$ cat src/rtl/rr_select_reg.sv
// N-channel registered select stage, round-robin or fixed priority.
// Ports: clk, rst_n, mode, in_data/in_valid/in_ready, out_data/out_sel/out_valid/out_ready.
module rr_select_reg #(
  parameter int WIDTH = 32,
  parameter int NCH   = 4,
  localparam int SELW = $clog2(NCH)
) (
  input  logic                 clk,
  input  logic                 rst_n,
  input  logic                 mode,
  input  logic [NCH*WIDTH-1:0] in_data,
  input  logic [NCH-1:0]       in_valid,
  output logic [NCH-1:0]       in_ready,
  output logic [WIDTH-1:0]     out_data,
  output logic [SELW-1:0]      out_sel,
  output logic                 out_valid,
  input  logic                 out_ready
);

  logic [WIDTH-1:0] data_q, data_d;
  logic [SELW-1:0]  sel_q, sel_d;
  logic             valid_q, valid_d;
  logic [SELW-1:0]  ptr_q, ptr_d;

  logic [SELW:0]    sum;
  logic [SELW-1:0]  idx;
  logic [SELW-1:0]  gidx;
  logic             found;
  logic             load_ok;
  logic             in_xfer;

  // Scan NCH candidates starting at the pointer (rr) or at 0 (fixed);
  // the first valid one wins.
  always_comb begin
    found = 1'b0;
    gidx  = '0;
    sum   = '0;
    idx   = '0;
    for (int k = 0; k < NCH; k++) begin
      if (mode) begin
        sum = (SELW+1)'(k);
      end else begin
        sum = {1'b0, ptr_q} + (SELW+1)'(k);
        if (sum >= (SELW+1)'(NCH)) begin
          sum = sum - (SELW+1)'(NCH);
        end
      end
      idx = sum[SELW-1:0];
      if (!found && in_valid[idx]) begin
        found = 1'b1;
        gidx  = idx;
      end
    end
  end

  assign load_ok = !valid_q || out_ready;
  // rst_n gate keeps every in_ready low while reset is held.
  assign in_xfer = load_ok && found && rst_n;

  always_comb begin
    in_ready = '0;
    if (in_xfer) begin
      in_ready[gidx] = 1'b1;
    end
  end

  always_comb begin
    data_d  = data_q;
    sel_d   = sel_q;
    valid_d = valid_q;
    ptr_d   = ptr_q;
    if (in_xfer) begin
      data_d  = in_data[gidx*WIDTH +: WIDTH];
      sel_d   = gidx;
      valid_d = 1'b1;
      if (!mode) begin
        if (gidx == SELW'(NCH-1)) begin
          ptr_d = '0;
        end else begin
          ptr_d = gidx + 1'b1;
        end
      end
    end else if (out_ready) begin
      valid_d = 1'b0;
    end
  end

  always_ff @(posedge clk or negedge rst_n) begin
    if (!rst_n) begin
      data_q  <= '0;
      sel_q   <= '0;
      valid_q <= 1'b0;
      ptr_q   <= '0;
    end else begin
      data_q  <= data_d;
      sel_q   <= sel_d;
      valid_q <= valid_d;
      ptr_q   <= ptr_d;
    end
  end

  assign out_data  = data_q;
  assign out_sel   = sel_q;
  assign out_valid = valid_q;

endmodule

$ cat config.mk
export PLATFORM = sky130hd
export DESIGN_NAME = rr_select_reg
export DESIGN_NICKNAME = d
export VERILOG_FILES = /design/src/rtl/rr_select_reg.sv
export SDC_FILE = /design/constraint.sdc
export NUM_CORES = 1
export LEC_CHECK = 0
export CORE_MARGIN = 2
export CORE_UTILIZATION = 37
export DETAILED_ROUTE_END_ITERATION = 10
export HOLD_SLACK_MARGIN = 0.1
export PLACE_DENSITY = 0.88
export SLEW_MARGIN = 10
export SYNTH_ARGS = -nofsm -noshare
export SYNTH_HDL_FRONTEND = slang
export SYNTH_SLANG_ARGS = --single-unit
$ cat constraint.sdc
create_clock -name clk -period 3.3 [get_ports clk]
set_clock_uncertainty 0.1 [all_clocks]
set_input_delay 0.66 -clock clk [delete_from_list [all_inputs] [get_ports clk]]
set_output_delay 0.66 -clock clk [all_outputs]
set_load 0.02 [all_outputs]
* Yosys cells after proc, flatten, opt, wreduce, memory -nomap -nowiden *
Cells that the tools add are included.

storage, ports and cells
  register bits = 37
  input bits = 136
  output and inout port bits = 39
  logic and storage cells = 68

cells by class
  add/subtract/negate cells = 8
  order comparisons = 10
  equality and inequality tests = 1
  shift-type cells = 1
  multiplexer cells = 30
  bitwise operators = 1
  reduce and logical (&&, ||, !) cells = 13

operators with widths
  cell                                                 count
  indexed part select 128 x 8 -> 32 bit                1
  2-to-1 mux 2 bit                                     13
  < comparator 2 x 3 -> 1 bit, second input constant   5
  2-to-1 mux 1 bit                                     11
  >= comparator 3 bit, second input constant           3
  binary-select mux 1 bit (select 2 bit)               4
  subtractor 2 x 1 -> 2 bit, second input constant     4
  adder 2 x 2 -> 3 bit, second input constant          2
  logical AND 1 bit                                    6
  zero test 1 bit                                      4
  2-to-1 mux 4 bit                                     1
  adder 2 x 1 -> 3 bit, second input constant          1
  >= comparator 2 x 3 -> 1 bit, second input constant  1
  adder 2 x 1 -> 2 bit, second input constant          1
  demux 1 bit (select 2 bit)                           1
  equality test 2 bit, second input constant           1
  >= comparator 2 x 1 -> 1 bit, second input constant  1
  AND reduction 2 bit                                  1
  nonzero test 2 bit                                   1
  logical OR 1 bit                                     1
  inverter 1 bit                                       1

* Depth between registers and ports, before layout *
Gate-level depths: netlist of the first run.

  word-level depth = 20
  mapped depth = 9
  mapped depth without buffers = 6

* Worst setup path after synthesis of the first run *
OpenSTA, ideal clock, no wires.

  kind = in2out
  start = input port mode
  end = output port in_ready[2]
  arrival = 2133 ps
  path slack = 407 ps
  stages = 9
  cells stage by stage = buf_4 nand2b_1 a21oi_1 a2111o_1 o31ai_4 and2_4 buf_8 buf_12 and2b_1

on the way
  word-level cells in the longest chain between the ends = 18
  elaborated cells on any way between the ends = 34
  classes of those cells = 2 x order compare; 23 x mux; 9 x reduce/logical

ends and longest elaborated chain
  what                                                                                               line  text
  start: declaration                                                                                 10    input logic mode,
  2-to-1 mux 2 bit                                                                                   40    if (mode) begin
  binary-select mux 1 bit (select 2 bit)                                                             49    if (!found && in_valid[idx]) begin
  2-to-1 mux 1 bit (implied by the code)                                                             49
  2-to-1 mux 1 bit                                                                                   49
  zero test 1 bit                                                                                    49
  logical AND 1 bit                                                                                  49
  2-to-1 mux 1 bit                                                                                   49
  zero test 1 bit                                                                                    49
  (+2 left out)                                                                                      --
  zero test 1 bit                                                                                    49
  logical AND 1 bit                                                                                  49
  2-to-1 mux 2 bit                                                                                   49
  < comparator 2 x 3 -> 1 bit (implied by the code) or >= comparator 2 x 1 -> 1 bit (tied branches)  63    in_ready[gidx] = 1'b1;
  logical AND 1 bit (implied by the code)                                                            63
  2-to-1 mux 1 bit (implied by the code)                                                             63
  demux 1 bit (select 2 bit)                                                                         63
  2-to-1 mux 4 bit *                                                                                 62    if (in_xfer) begin
  end: declaration                                                                                   13    output logic [NCH-1:0] in_ready,

Mark *: on every way between the ends. The rest lies on a longest branch, timed or not. The select of a mux whose other input is x is not followed.

* Worst setup path in the final report of the first run *
  start = input port in_valid[3]
  end = output port in_ready[2]

on the way
  word-level cells in the longest chain between the ends = 17
  elaborated cells on any way between the ends = 30
  classes of those cells = 2 x order compare; 19 x mux; 9 x reduce/logical

ends and longest elaborated chain
  what                                                                                               line  text
  start: declaration                                                                                 12    input logic [NCH-1:0] in_valid,
  binary-select mux 1 bit (select 2 bit)                                                             49
  2-to-1 mux 1 bit (implied by the code)                                                             49
  2-to-1 mux 1 bit                                                                                   49
  zero test 1 bit                                                                                    49
  logical AND 1 bit                                                                                  49
  2-to-1 mux 1 bit                                                                                   49
  zero test 1 bit                                                                                    49
  logical AND 1 bit                                                                                  49
  2-to-1 mux 1 bit                                                                                   49
  zero test 1 bit                                                                                    49
  logical AND 1 bit                                                                                  49
  2-to-1 mux 2 bit                                                                                   49
  < comparator 2 x 3 -> 1 bit (implied by the code) or >= comparator 2 x 1 -> 1 bit (tied branches)  63
  logical AND 1 bit (implied by the code)                                                            63
  2-to-1 mux 1 bit (implied by the code)                                                             63
  demux 1 bit (select 2 bit)                                                                         63
  2-to-1 mux 4 bit *                                                                                 62

Marks and branches as above.

==> reports/results.ini, run 1 <==
[final_layout]
flow.area_growth_from_synthesis_pct = 71.0
n_antenna_cell = 0
most-common-layout-cells = sky130_fd_sc_hd__clkdlybuf4s50_1 (168), sky130_fd_sc_hd__mux2i_1 (65), sky130_fd_sc_hd__nor2_1 (39)
design.final.nets = 545
post-route-cell-area_sq_mm = 0.00454
final_common_cell = sky130_fd_sc_hd__clkdlybuf4s50_1
fin_util_pct = 66.1
drive_gt1_share_pct = 16.7

[cts]
clock-root-buffer = sky130_fd_sc_hd__clkbuf_8
htreeDepth = 2
tritoncts = yes
post-cts-setup-buffer-count = 0
clk-insertion-delay-late_ns = 0.27
clock_sink_count = 37
buffer_depth_of_the_longest_clock_path = 2
clock_buffers_created_by_tritoncts = 5
cts-hold-fix-buffers = 0
clk_pin_slew_ns = 0.07

[critical_path]
timing.critical_path.cells = clkdlybuf4s50_1 > buf_4 > a21oi_1 > a2111o_1 > o31ai_4 > and2_4 > and2b_1 > clkdlybuf4s15_2
critical_path_peak_fanout = 6
worst_setup_path_start_kind = primary input
worst-setup-path-type = in2out
cpPeakStageDelay_ns = 0.49
worst-endpoint-required_ns = 2.54
worst-endpoint-arrival_ns = 2.49
critPathCaptureType = primary output
crit_slowest_cell = sky130_fd_sc_hd__clkdlybuf4s50_1

[die]
row_count = 30
design.core.area_sq_mm = 0.00687
die_h_um = 88.8
die-width_um = 88.8
ioPinCount = 175
dieArea_sq_mm = 0.00788
start_util_pct = 38.7

[synthesis]
synth_compound_gate_area_share_pct = 22.7
synth_warnings = 0
yosysUniqueCellTypes = 32
synth.yosys.seq_area_share_pct = 34.8
postSynthAreaPerCell_sq_um = 11.5
synthMuxAreaShare_pct = 24.9
instance_count_of_the_mapped_netlist = 232
largest_family_of_logic_cells_by_synthesized_area = multiplexers
synth_xor_area_share_pct = 0
synth_cell_area_sq_mm = 0.00266
synth.ff_latch_count = 37
synth_adder_area_share_pct = 0.471
synth-simple-area-share_pct = 9.60
syn_nets = 369

[power]
total_power_mw = 2.39
leakagePower_nw = 1.84
powerDensity_mw_per_mm2 = 526
worst_ir_drop_vdd_mv = 0.250

[min_path]
hp-class = in2async

[route]
drt_wl_total_um = 8410
vias = 2585
drtIter0Drc = 60
detail_route.drc_violations = 0
wl_per_cell_um = 16.7
postRouteAntennaNets = 0
via_per_inst = 5.13
first_pass_iters = 4

[run]
maxCapViolCount = 0

[timing]
fmax_mhz = 308
layout_worst_path_cycle_share_pct = 98.4
post-route-worst-setup-slack_ns = 0.0523
maxSlewViolCount = 0
grt_setup_unrepaired = no
slew_headroom_pct = 59.5
finalSetupViolCount = 0
final_period_minus_worst_setup_slack_ns = 3.25
totalNegativeSetupSlack_ns = 0
finalHoldViolCount = 0
tightestPinTransition_ns = 0.608

[global_routing]
grt_antenna_before_repair = 0
first_global_vias = 2763
gr-usage-all-layers_pct = 21.1
grt_max_degree = 38
grt_first_pass_wirelength_um = 13000
grt_remaining_overflow = 0

[status]
run_status = finished, final reports clean

[place]
numPortBuffers = 174
place_hpwl_um = 6530
place_area_sq_mm = 0.00446
pre_cts_ws_ns = -0.302
gp_routability_congestion = 0.756

==> timing repair <==
item,4_1_cts,5_1_grt
pin swaps,0,3
setup endpoints to repair,4,4
resized for setup,11,7
==> critical path: cells and delay by family <==
kind | cells | cell delay (ns)
buf+inv | 3 | 0.89
simple gates | 2 | 0.34
compound gates | 3 | 0.60
==> through the flow <==
stage,std cells,hold slack [ns]
final,504,0.405
after detailed placement,497,0.396
after global routing,504,0.426
after CTS,504,0.413
after floorplan,232,0.264
after global placement,497,0.387
==> final timing paths <==
| kind | startpoint | to | slack [ns] | cells after the start |
|---|---|---|---|---|
| max | in_valid[3] | in_ready[2] | 0.05 | 8 |
| min | rst_n | out_data[17] | 0.41 | 2 |
| max reg2reg | ptr_q[1] | out_data[7] | 0.87 | 6 |
| min reg2reg | out_sel[0] | out_sel[0] | 0.41 | 2 |
| max in group asynchronous | rst_n | out_data[9] | 2.35 | 2 |
| min in group clk | out_sel[0] | out_sel[0] | 0.41 | 2 |
==> synthesized netlist by cell type <==
| library cell | instances | share of area (%) |
|---|---|---|
| sky130_fd_sc_hd__and2_4 | 1 | 0.33 |
| sky130_fd_sc_hd__and2b_1 | 2 | 0.56 |
| sky130_fd_sc_hd__buf_2 | 1 | 0.19 |
| sky130_fd_sc_hd__dfrtp_1 | 37 | 35 |
| sky130_fd_sc_hd__nand2_1 | 5 | 0.71 |
| sky130_fd_sc_hd__o21ai_0 | 2 | 0.38 |
| sky130_fd_sc_hd__o31ai_4 | 1 | 0.80 |
| sky130_fd_sc_hd__ha_1 | 1 | 0.47 |
| sky130_fd_sc_hd__buf_12 | 1 | 0.75 |
| sky130_fd_sc_hd__a32oi_1 | 1 | 0.33 |
| sky130_fd_sc_hd__mux2i_1 | 65 | 24 |
| sky130_fd_sc_hd__nor3b_1 | 1 | 0.28 |
| sky130_fd_sc_hd__o2111a_1 | 1 | 0.42 |
| sky130_fd_sc_hd__a21oi_1 | 6 | 1.1 |
| sky130_fd_sc_hd__and2_1 | 2 | 0.47 |
| sky130_fd_sc_hd__nor2b_1 | 1 | 0.24 |
| sky130_fd_sc_hd__o22ai_1 | 1 | 0.24 |
| sky130_fd_sc_hd__nor2_4 | 1 | 0.42 |
| sky130_fd_sc_hd__a2111o_1 | 1 | 0.42 |
| sky130_fd_sc_hd__nor2_1 | 39 | 5.5 |
| sky130_fd_sc_hd__nor3_1 | 2 | 0.38 |
| sky130_fd_sc_hd__mux2_2 | 1 | 0.42 |
| sky130_fd_sc_hd__o21bai_1 | 1 | 0.28 |
| sky130_fd_sc_hd__o41ai_2 | 1 | 0.61 |
| sky130_fd_sc_hd__buf_4 | 9 | 2.5 |
| sky130_fd_sc_hd__buf_8 | 1 | 0.56 |
| sky130_fd_sc_hd__clkbuf_1 | 3 | 0.42 |
| sky130_fd_sc_hd__nand2b_1 | 3 | 0.71 |
| sky130_fd_sc_hd__clkbuf_2 | 1 | 0.19 |
| sky130_fd_sc_hd__inv_1 | 2 | 0.28 |
| sky130_fd_sc_hd__a221oi_2 | 32 | 18 |
| sky130_fd_sc_hd__buf_6 | 6 | 2.5 |
==> registers in the layout (all words and copies together) (netlist names) <==
| signal | count |
|---|---|
| out_data | 32 |
| out_sel | 2 |
| out_valid | 1 |
| ptr_q | 2 |
==> logic make-up (layout without fill, tap and decap cells) <==
group,Yosys count,after routing
compound gates,47,47
mux,66,66
fa+ha+maj,1,1
flops,37,37
simple gates,57,57
buf+inv,24,200
==> layout make-up <==
class	instances	area [sq um]
Timing Repair Buffer	191	1860
Sequential cell	37	926
Inverter	2	7.51
Multi-Input combinational cell	171	1550
Fill cell	573	2330
Clock buffer	7	86.3
Tap cell	96	120
==> power by group <==
group	switching, mW	internal, mW	total, mW	leakage, nW
clock	0.148	0.166	0.314	0.0443
combinational	0.662	0.710	1.37	1.39
sequential	0.103	0.603	0.706	0.407
total	0.913	1.48	2.39	1.84
==> routing by layer <==
layer | share of wire, % | global-route usage (%) | routed length [um]
met1 | 36 | 21.9 | 3000
met2 | 54 | 41.4 | 4520
met3 | 9.4 | 5.13 | 793
met4 | 1.0 | 6.34 | 88
met5 | 0 | 0 | 0
No activity file was read; power rests on OpenSTA's default activity.
==> run 2, diff against run 1 <==
- SKIP_LAST_GASP: default -> 1
==> run 2 against run 1 <==
Compared with the run above: critical path depth unchanged; non-clock buffer count unchanged; core utilization about the same; via count increased by 0.77%; power about the same; fmax about the same; hold slack got worse by 0.0086 ns; wire length decreased by 0.51%; first-iteration DRC count increased by 3.3%; sequential power about the same; largest power group unchanged.
==> reports/results.ini, run 2 (synthesis gave the netlist of run 1 again) <==
[global_routing]
first_global_vias = 2763  ; unchanged
grt_max_degree = 38  ; unchanged
grt_remaining_overflow = 0  ; unchanged
gr-usage-all-layers_pct = 21.1  ; unchanged
grt_first_pass_wirelength_um = 13000  ; unchanged
grt_antenna_before_repair = 0  ; unchanged

[power]
switching_share_pct = 38.2  ; about the same
worst_ir_drop_vdd_mv = 0.250  ; about the same
share_seq_of_total_power_pct = 29.6  ; about the same
leakagePower_nw = 1.84  ; about the same
power_share_of_the_clock_group_pct = 13.1  ; about the same
logic_pwr_share_pct = 57.3  ; about the same
total_power_mw = 2.39  ; about the same
intPower_mw = 1.48  ; about the same
p_switching_mw = 0.912  ; about the same
powerDensity_mw_per_mm2 = 526  ; about the same

[timing]
post-route-worst-setup-slack_ns = 0.0515  ; -0.000790 ns
grt_setup_unrepaired = no
finalSetupViolCount = 0  ; unchanged
final_period_minus_worst_setup_slack_ns = 3.25  ; +0.000790 ns
tightestPinTransition_ns = 0.612  ; +0.00403 ns
slew_headroom_pct = 59.2  ; -0.27 points
maxSlewViolCount = 0  ; unchanged
layout_worst_path_cycle_share_pct = 98.4  ; about the same
totalNegativeSetupSlack_ns = 0  ; unchanged
fmax_mhz = 308  ; about the same
finalHoldViolCount = 0  ; unchanged

[critical_path]
worst_setup_path_start_kind = primary input
timing.critical_path.cells = clkdlybuf4s50_1 > buf_4 > a21oi_1 > a2111o_1 > o31ai_4 > and2_4 > and2b_1 > clkdlybuf4s15_2
crit_slowest_cell = sky130_fd_sc_hd__clkdlybuf4s50_1
cpPeakStageDelay_ns = 0.49  ; about the same
worst-endpoint-required_ns = 2.54  ; about the same
critical_path_peak_fanout = 6  ; unchanged
worst-setup-path-type = in2out
worst-endpoint-arrival_ns = 2.49  ; about the same
critPathCaptureType = primary output

[cts]
clock-root-buffer = sky130_fd_sc_hd__clkbuf_8
clock_buffers_created_by_tritoncts = 5  ; unchanged
clock_sink_count = 37  ; unchanged
cts-hold-fix-buffers = 0  ; unchanged
htreeDepth = 2  ; unchanged
buffer_depth_of_the_longest_clock_path = 2  ; unchanged
clk_pin_slew_ns = 0.07  ; about the same
clk-insertion-delay-late_ns = 0.27  ; about the same
tritoncts = yes

[place]
place_hpwl_um = 6530  ; unchanged
pre_cts_ws_ns = -0.302  ; unchanged
numPortBuffers = 174  ; unchanged
gp_routability_congestion = 0.756  ; unchanged
place_area_sq_mm = 0.00446  ; unchanged

[die]
die_h_um = 88.8  ; unchanged
start_util_pct = 38.7  ; unchanged
design.core.area_sq_mm = 0.00687  ; unchanged
row_count = 30  ; unchanged
die-width_um = 88.8  ; unchanged
dieArea_sq_mm = 0.00788  ; unchanged
ioPinCount = 175  ; unchanged

[final_layout]
n_antenna_cell = 0  ; unchanged
largest_register_ff_count = 32  ; unchanged
drive_gt1_share_pct = 16.4  ; -0.25 points
design.final.nets = 545  ; unchanged
post-route-cell-area_sq_mm = 0.00454  ; about the same
number_of_filler_instances_in_the_final_layout = 574  ; +0.17%
multi_input_area_sq_mm = 0.00154  ; -0.16%
layout.area.seq_sq_um = 926  ; unchanged
final_common_cell = sky130_fd_sc_hd__clkdlybuf4s50_1
most-common-layout-cells = sky130_fd_sc_hd__clkdlybuf4s50_1 (168), sky130_fd_sc_hd__mux2i_1 (65), sky130_fd_sc_hd__nor2_1 (39)
flow.area_growth_from_synthesis_pct = 70.9  ; about the same

[route]
wl_per_cell_um = 16.6  ; -0.51%
first_pass_iters = 4  ; unchanged
drtIter0Drc = 62  ; +3.3%
postRouteAntennaNets = 0  ; unchanged
via_per_inst = 5.17  ; +0.77%
drt_wl_total_um = 8360  ; -0.51%
detail_route.drc_violations = 0  ; unchanged
vias = 2605  ; +0.77%

[run]
maxCapViolCount = 0  ; unchanged

[status]
run_status = finished, final reports clean

[min_path]
hp-class = in2async

run 2: cell count changes in the layout (fill, tap and decap cells not counted), sizes merged:
cell    delta
buf        -1
clkbuf     +1
run 2: worst paths after layout:
kind	startpoint	end	slack [ns]	depth (start not counted)
worst max register to register	ptr_q[1]	out_data[7]	0.87	6
worst max-delay path	in_valid[3]	in_ready[2]	0.05	8
worst min-delay path	rst_n	out_data[17]	0.40	2
max in group asynchronous	rst_n	out_data[10]	2.37	2
worst min register to register	out_sel[0]	out_sel[0]	0.40	2
min in group clk	out_sel[0]	out_sel[0]	0.40	2
run 2: worst max-delay path, delay by kind of cell:
kind	cells	cell delay, ns
buffers and inverters	3	0.89
AO/OA/AOI/OAI	3	0.61
AND/OR/NAND/NOR	2	0.33
run 2: metrics by stage:
| stage | cells | utilization (%) | hold slack, ns |
|---|---|---|---|
| 6_report | 504 | 66.1 | 0.396 |
| 5_1_grt | 504 | 66.1 | 0.426 |
| 4_1_cts | 504 | 66.3 | 0.413 |
| 3_5_place_dp | 497 | 65.0 | 0.396 |
| 3_3_place_gp | 497 | 65.0 | 0.387 |
| 2_1_floorplan | 232 | - | 0.264 |
run 2: layer usage:
| layer | track usage [%] | wire (um) | up-vias | part of all wire [%] |
|---|---|---|---|---|
| met5 | 0 | 0 | - | 0 |
| met2 | 41.4 | 4520 | 146 | 54 |
| met4 | 6.34 | 104 | 0 | 1.2 |
| li1 | - | - | 1226 | - |
| met1 | 21.9 | 2930 | 1221 | 35 |
| met3 | 5.13 | 803 | 12 | 9.6 |
run 2: cell type report:
| class | instances | share of cell area [%] |
|---|---|---|
| Sequential cell | 37 | 20.4 |
| Multi-Input combinational cell | 171 | 34.0 |
| Tap cell | 96 | 2.65 |
| Timing Repair Buffer | 191 | 40.9 |
| Clock buffer | 7 | 1.90 |
| Inverter | 2 | 0.165 |
run 2: power by group through the flow:
stage	logic (mW)	clock network, mW	registers [mW]
2_1_floorplan	0.667	0	0.860
3_3_place_gp	1.35	0	0.702
3_5_place_dp	1.38	0	0.712
4_1_cts	1.39	0.324	0.705
5_1_grt	1.46	0.345	0.727
6_report	1.37	0.313	0.707
run 2: repair_timing:
item | 4_1_cts | 5_1_grt
resized for setup | 9 | 7
pin swaps | 0 | 3
setup buffers | 0 | 0
setup endpoints to repair | 4 | 4
